File: config.mk
export PLATFORM = sky130hd
export DESIGN_NAME = shift_pipe
export DESIGN_NICKNAME = d
export VERILOG_FILES = /design/src/rtl/shift_pkg.sv /design/src/rtl/shift_pipe_stage.sv /design/src/rtl/shift_pipe.sv
export SDC_FILE = /design/constraint.sdc
export NUM_CORES = 1
export LEC_CHECK = 0
export ABC_CLOCK_PERIOD_IN_PS = 2380
export CAP_MARGIN = 5
export CORE_MARGIN = 1.5
export CORE_UTILIZATION = 50
export DETAILED_ROUTE_END_ITERATION = 10
export PLACE_DENSITY_LB_ADDON = 0.05
export SYNTH_ARGS = -nofsm -noshare
export SYNTH_HDL_FRONTEND = slang
export SYNTH_SLANG_ARGS = --single-unit
File: constraint.sdc
create_clock -name clk -period 2.38 [get_ports clk]
set_clock_uncertainty 0.05 [all_clocks]
set_input_delay 0.595 -clock clk [delete_from_list [all_inputs] [get_ports clk]]
set_output_delay 0.595 -clock clk [all_outputs]
set_load 0.05 [all_outputs]
File: src/rtl/shift_pkg.sv
// ============================================================================
//  Module      : shift_pkg
//  Description : Shared definitions for the pipelined barrel shifter: shift
//                mode encoding and the per-stage level-range helper.
//  Revision    : 1.0  initial release
// ============================================================================
`default_nettype none

package shift_pkg;

    // Shift mode encoding carried with every beat through the pipe.
    typedef enum logic [1:0] {
        SH_SLL  = 2'b00,
        SH_SRL  = 2'b01,
        SH_SRA  = 2'b10,
        SH_ROTR = 2'b11
    } sh_mode_t;

    // First log2 level owned by stage k when 'levels' levels are spread over
    // 'stages' register stages. Stage k owns [stage_lo(k), stage_lo(k+1)).
    function automatic int stage_lo(input int k, input int levels, input int stages);
        return (k * levels) / stages;
    endfunction

endpackage : shift_pkg

`default_nettype wire

File: src/rtl/shift_pipe_stage.sv
// ============================================================================
//  Module      : shift_pipe_stage
//  Description : One elastic stage of the barrel shifter. Applies log2 levels
//                [LO,HI) combinationally and registers valid/data/sa/mode.
//                Build option SHIFT_PIPE_ROTATE_EN adds the rotate datapath;
//                without it mode 11 shifts exactly like SRL.
//  Revision    : 1.0  initial release
// ============================================================================
`default_nettype none

module shift_pipe_stage
    import shift_pkg::*;
#(
    parameter int WIDTH = 32,
    parameter int SAW   = 5,
    parameter int LO    = 0,
    parameter int HI    = 1
) (
    input  logic             clk,
    input  logic             clrn,
    input  logic             in_valid,
    input  logic [WIDTH-1:0] in_d,
    input  logic [SAW-1:0]   in_sa,
    input  sh_mode_t         in_mode,
    input  logic             next_adv,
    output logic             adv,
    output logic             out_valid,
    output logic [WIDTH-1:0] out_d,
    output logic [SAW-1:0]   out_sa,
    output sh_mode_t         out_mode
);

    logic             valid_q, valid_d;
    logic [WIDTH-1:0] data_q,  data_d;
    logic [SAW-1:0]   sa_q,    sa_d;
    sh_mode_t         mode_q,  mode_d;
    logic [WIDTH-1:0] shifted;

    // One shift level by a fixed amount. SRA keeps the MSB at every level, so
    // the original sign bit is still in place for later stages.
    function automatic logic [WIDTH-1:0] shift_level(input logic [WIDTH-1:0] v,
                                                     input sh_mode_t         m,
                                                     input int               amt);
        logic [WIDTH-1:0] r;
        case (m)
            SH_SLL:  r = v << amt;
            SH_SRA:  r = $signed(v) >>> amt;
`ifdef SHIFT_PIPE_ROTATE_EN
            SH_ROTR: r = (v >> amt) | (v << (WIDTH - amt));
`endif
            default: r = v >> amt;
        endcase
        return r;
    endfunction

    // Levels owned by this stage, MSB level first: level i shifts by WIDTH>>(i+1).
    always_comb begin
        shifted = in_d;
        for (int i = LO; i < HI; i++) begin
            if (in_sa[SAW-1-i]) begin
                shifted = shift_level(shifted, in_mode, WIDTH >> (i + 1));
            end
        end
    end

    // Advance when empty or when the downstream side takes our beat; else hold.
    always_comb begin
        adv     = !valid_q || next_adv;
        valid_d = valid_q;
        data_d  = data_q;
        sa_d    = sa_q;
        mode_d  = mode_q;
        if (adv) begin
            valid_d = in_valid;
            data_d  = shifted;
            sa_d    = in_sa;
            mode_d  = in_mode;
        end
    end

    // Stage register; reset empties the stage and clears its payload.
    always_ff @(posedge clk or negedge clrn) begin
        if (!clrn) begin
            valid_q <= 1'b0;
            data_q  <= '0;
            sa_q    <= '0;
            mode_q  <= SH_SLL;
        end else begin
            valid_q <= valid_d;
            data_q  <= data_d;
            sa_q    <= sa_d;
            mode_q  <= mode_d;
        end
    end

    assign out_valid = valid_q;
    assign out_d     = data_q;
    assign out_sa    = sa_q;
    assign out_mode  = mode_q;

endmodule : shift_pipe_stage

`default_nettype wire

File: src/rtl/shift_pipe.sv
// ============================================================================
//  Module      : shift_pipe
//  Description : Parametrised pipelined barrel shifter (SLL/SRL/SRA/ROTR) with
//                valid/ready on both sides and a zero flag. Latency equals
//                PIPE_STAGES, throughput one beat per cycle.
//                Build option SHIFT_PIPE_ROTATE_EN enables ROTR for mode 11;
//                without it mode 11 behaves as SRL.
//  Revision    : 1.0  initial release
// ============================================================================
`default_nettype none

module shift_pipe
    import shift_pkg::*;
#(
    parameter  int WIDTH       = 32,
    parameter  int PIPE_STAGES = 2,
    localparam int SAW         = $clog2(WIDTH)
) (
    input  logic             clk,
    input  logic             clrn,
    input  logic             in_valid,
    output logic             in_ready,
    input  logic [WIDTH-1:0] in_d,
    input  logic [SAW-1:0]   in_sa,
    input  logic [1:0]       in_mode,
    output logic             out_valid,
    input  logic             out_ready,
    output logic [WIDTH-1:0] out_sh,
    output logic             out_zero
);

    // Element k is the input of stage k; element PIPE_STAGES is the output.
    logic             stg_valid [0:PIPE_STAGES];
    logic [WIDTH-1:0] stg_d     [0:PIPE_STAGES];
    logic [SAW-1:0]   stg_sa    [0:PIPE_STAGES];
    sh_mode_t         stg_mode  [0:PIPE_STAGES];
    // stg_adv[k] is the advance of stage k; the last entry is the sink's ready.
    logic             stg_adv   [0:PIPE_STAGES];

    assign stg_valid[0]         = in_valid;
    assign stg_d[0]             = in_d;
    assign stg_sa[0]            = in_sa;
    assign stg_mode[0]          = sh_mode_t'(in_mode);
    assign stg_adv[PIPE_STAGES] = out_ready;

    for (genvar k = 0; k < PIPE_STAGES; k++) begin : g_stage
        shift_pipe_stage #(
            .WIDTH (WIDTH),
            .SAW   (SAW),
            .LO    (stage_lo(k,     SAW, PIPE_STAGES)),
            .HI    (stage_lo(k + 1, SAW, PIPE_STAGES))
        ) u_stage (
            .clk       (clk),
            .clrn      (clrn),
            .in_valid  (stg_valid[k]),
            .in_d      (stg_d[k]),
            .in_sa     (stg_sa[k]),
            .in_mode   (stg_mode[k]),
            .next_adv  (stg_adv[k+1]),
            .adv       (stg_adv[k]),
            .out_valid (stg_valid[k+1]),
            .out_d     (stg_d[k+1]),
            .out_sa    (stg_sa[k+1]),
            .out_mode  (stg_mode[k+1])
        );
    end

    assign in_ready  = stg_adv[0];
    assign out_valid = stg_valid[PIPE_STAGES];
    assign out_sh    = stg_d[PIPE_STAGES];
    assign out_zero  = (stg_d[PIPE_STAGES] == '0);

    // Shift amount and mode are fully consumed by the time they leave the last stage.
    logic unused_tail;
    assign unused_tail = ^{stg_sa[PIPE_STAGES], stg_mode[PIPE_STAGES]};

endmodule : shift_pipe

`default_nettype wire

==> summary.md <==
| Metric | Value |
|---|---|
| Required @ worst endpoint | `1.74 ns` |
| Cells after synthesis | `868` |
| TritonCTS buffer count | `9` |
| Routability congestion estimate from global placement | `0.9793` |
| Setup-violating endpoint count in the final report | `0` |
| Transition time of the tightest slew-check pin | `0.7017 ns` |
| Final number of max-transition violations | `0` |
| Root buffer cell | `clkbuf_16` |
| Sequential-to-total area share from yosys stat | `0.2590` |
| Area fraction of the dominant cell type after synthesis | `0.2590` |
| Max Buffers Root-to-Sink | `2` |
| Via count | `7,548` |
| Post-Place Cells | `1,085` |
| Post-DRT Antenna Nets | `0` |
| Critical register-to-register path startpoint | `g_stage[0].u_stage.out_mode[0]` |
| Number of different library cells in the post-synthesis netlist | `65` |
| Minimum setup slack in the final design | `0.04327 ns` |
| Hold Fails Final Rpt | `0` |
| Global route overflow | `0` |
| Number of detailed-route iterations in the first pass | `9` |
| Die boundary width | `120.1 um` |
| Syn_nets | `911` |
| Crit-path leading delay family | `simple AND/OR/NAND/NOR gates` |
| Clock-pin slew reported for the worst setup and hold paths after clock tree synthesis | `0.06 ns` |
| CTS Sinks | `71` |
| Total of warnings raised by yosys | `0` |
| Synthesis-stage register bit count | `71` |
| Average instance area after synthesis | `7.904 sq um` |
| Filler Cell Count | `1,096` |
| Critical Path End | `out_zero` |
| Antenna violations before repair | `0` |
| Most common cell in the synthesized netlist | `a21oi_1` |
| Number of buffers inserted to repair setup after CTS | `0` |
| Number of logic stages on the critical path including buffering | `5` |
| GRT Total Usage | `0.3411` |
| Max FO, Critical Path | `3` |
| Final routed wire length divided by cell count | `22.14 um` |
| Core Rows | `42` |
| CP startpoint kind | `flip-flop` |
| Peak supply drop | `450.8 uV` |
| CTS H-Tree Depth | `3` |
| Worst slack after detailed placement | `-0.2808 ns` |
| Final worst path period share | `0.9818` |
| Type of the worst setup path | `reg -> out` |
| Static Leak | `3.334 nW` |
| Post-detailed-placement half-perimeter wirelength | `17.50 mm` |
| Number of hold buffers added after CTS | `0` |
| Max Cap Violations | `0` |
| Top cell type by total area after synthesis | `dfrtp_1` |
| Proportion of layout cells with a drive suffix above 1 | `0.1481` |
| Number of I/O port buffers | `77` |
| Vertical extent of the die | `120.1 um` |
| Power density of the placed cells | `773.4 nW/um^2` |
| Arrival time at the worst endpoint | `1.69 ns` |
| Number of I/O pins | `78` |
| Synthesized area | `6860 sq um` |
| Wire length reported by the detailed router | `24.37 mm` |
| Max frequency | `427.9 MHz` |
| Area added between synthesis and finish | `22.31%` |
| Number of remaining DRC errors | `0` |
| R2R depth | `6` |
| Clock tree from TritonCTS | `built` |
| Reg2reg end | `g_stage[1].u_stage.out_d[17]` |
| Synth Flop Type | `dfrtp_1` |
| Power Total | `6.489 mW` |
| Total placed instance area | `8014 sq um` |
| Minimum clock period after layout | `2.337 ns` |
| Final cell count without fillers | `1,101` |
| Dominant cells by area after synthesis | `dfrtp_1, mux4_2, mux2i_1` |
| Slew margin rel. | `0.5317` |
| Antenna fix cells | `0` |
| First-pass GRT wire length | `38.13 mm` |
| Class of the tightest hold or removal check | `in -> async` |
| Clock insertion delay at the later pin of the skew report | `0.35 ns` |
| Critical Path Source | `g_stage[1].u_stage.out_d[16]` |
| Routed vias/inst | `6.856` |
| Slowest-stage cell, CP | `dfrtp_1` |
| Post-synth EDFFs | `0` |
| Area of the placeable core | `13,300 sq um` |
| Most frequent cells after synthesis | `a21oi_1, nand2_1, nor2_1` |
| Initial standard-cell utilization of the core | `0.5160` |
| Vias in the first global route | `7,065` |
| Register-to-register setup slack | `0.10 ns` |
| Kind of capture point of the worst setup path | `primary output` |
| Status | `completed` |
| Count of buffering cells on the critical path with inverters included | `2` |
| Worst path max stage delay | `0.40 ns` |
| Pin count of the biggest net entering global routing | `72` |
| Crit path cell chain | `nor4_1 > buf_4 > nand4_1 > nor2_2 > buf_12` |
| Proportion of register bits with asynchronous set or reset after synthesis | `1.000` |
| DRC violation total after the first TritonRoute iteration | `1,093` |
| Die ar. | `14,430 sq um` |
| Area of all placed cells without fillers | `8391 sq um` |
| # nets final | `963` |
==> worst min-delay path by stage <==
stage / end / cells past startpoint / slack (ns)
CTS: g_stage[1].u_stage.out_d[1] / 2 / 0.24
global placement: g_stage[1].u_stage.out_valid / 1 / 0.42
detailed placement: g_stage[1].u_stage.out_valid / 1 / 0.42
floorplan: g_stage[0].u_stage.out_d[0] / 0 / 0.25
finish: g_stage[1].u_stage.out_d[0] / 2 / 0.22
global route: g_stage[1].u_stage.out_d[1] / 2 / 0.25
==> metrics by stage <==
stage | hold WS (ns) | utilization | TNS (ns)
finish | 0.2175 | 0.6311 | 0
global route | 0.2523 | 0.6311 | -0.009786
CTS | 0.2386 | 0.6298 | 0
detailed placement | 0.4163 | 0.6028 | -2.007
global placement | 0.4221 | 0.6028 | -1.071
floorplan | 0.2494 | - | 0
==> power by group <==
group	total, mW	switching (mW)	internal [mW]
Clock	1.62	0.582	1.04
Sequential	1.88	0.435	1.45
Combinational	2.99	1.77	1.22
Total	6.49	2.79	3.70
==> metal layers <==
metal / global-route usage / up-vias / share of wire
met4: 0.1868 / 0 / 0.051
li1: - / 3364 / -
met2: 0.5304 / 494 / 0.46
met3: 0.05418 / 100 / 0.093
met1: 0.4545 / 3590 / 0.40
met5: 0 / - / 0
==> cell usage in the layout, fill, tap and decap left out, types with 3 or more instances in the layout <==
master and instances:
inv_1 10, buf_12 11, clkbuf_16 9, a21oi_1 95, a2111oi_0 3, nand2_1 88, nor4_1 12, a21boi_0 7
bufinv_16 3, nand4_1 3, o21ai_1 4, o22ai_1 25, nand3b_1 3, a21o_1 11, nor3_1 19, or3b_1 3
dfrtp_1 69, and2_1 5, clkdlybuf4s50_1 74, nor2_1 75, nand2b_1 12, mux4_2 24, o22a_1 3, o21bai_1 3
and3_1 4, o21a_1 10, o21ai_0 47, a221oi_1 3, a31oi_1 11, o211ai_1 12, a211oi_1 37, or3_1 3
mux2_2 9, buf_4 56, mux2i_1 51, a311oi_1 22, o221ai_1 8, nor2b_1 24, nand3_1 7
==> cells by family after synthesis <==
group	share of synthesized area
AOI/OAI and AO/OA	0.3066
DFF	0.2590
buffers and inverters	0.07715
and+or+nand+nor	0.1893
muxes	0.1680
==> what timing repair did <==
| action | in CTS | in global routing |
|---|---|---|
| resized for setup | 2 | 5 |
| pin swaps | 0 | 1 |
| setup endpoints to repair | 2 | 3 |
==> registers in the layout, indices dropped and copies added, names as in the netlist <==
signal and count:
g_stage.u_stage.out_sa 3, g_stage.u_stage.out_mode 2, g_stage.u_stage.out_d 64, g_stage.u_stage.out_valid 2
==> layout make-up <==
class | instances | area (sq um) | share of cell area
clock buffers | 9 | 225.2 | 0.02684
clock inverters | 7 | 126.4 | 0.01506
inverters | 15 | 57.56 | 0.006860
multi-input cells | 680 | 4579 | 0.5458
flip-flops and latches | 71 | 1784 | 0.2126
well taps | 176 | 220.2 | 0.02625
repair buffers | 143 | 1398 | 0.1666
Note: power is estimated with default switching activity, not from simulation.
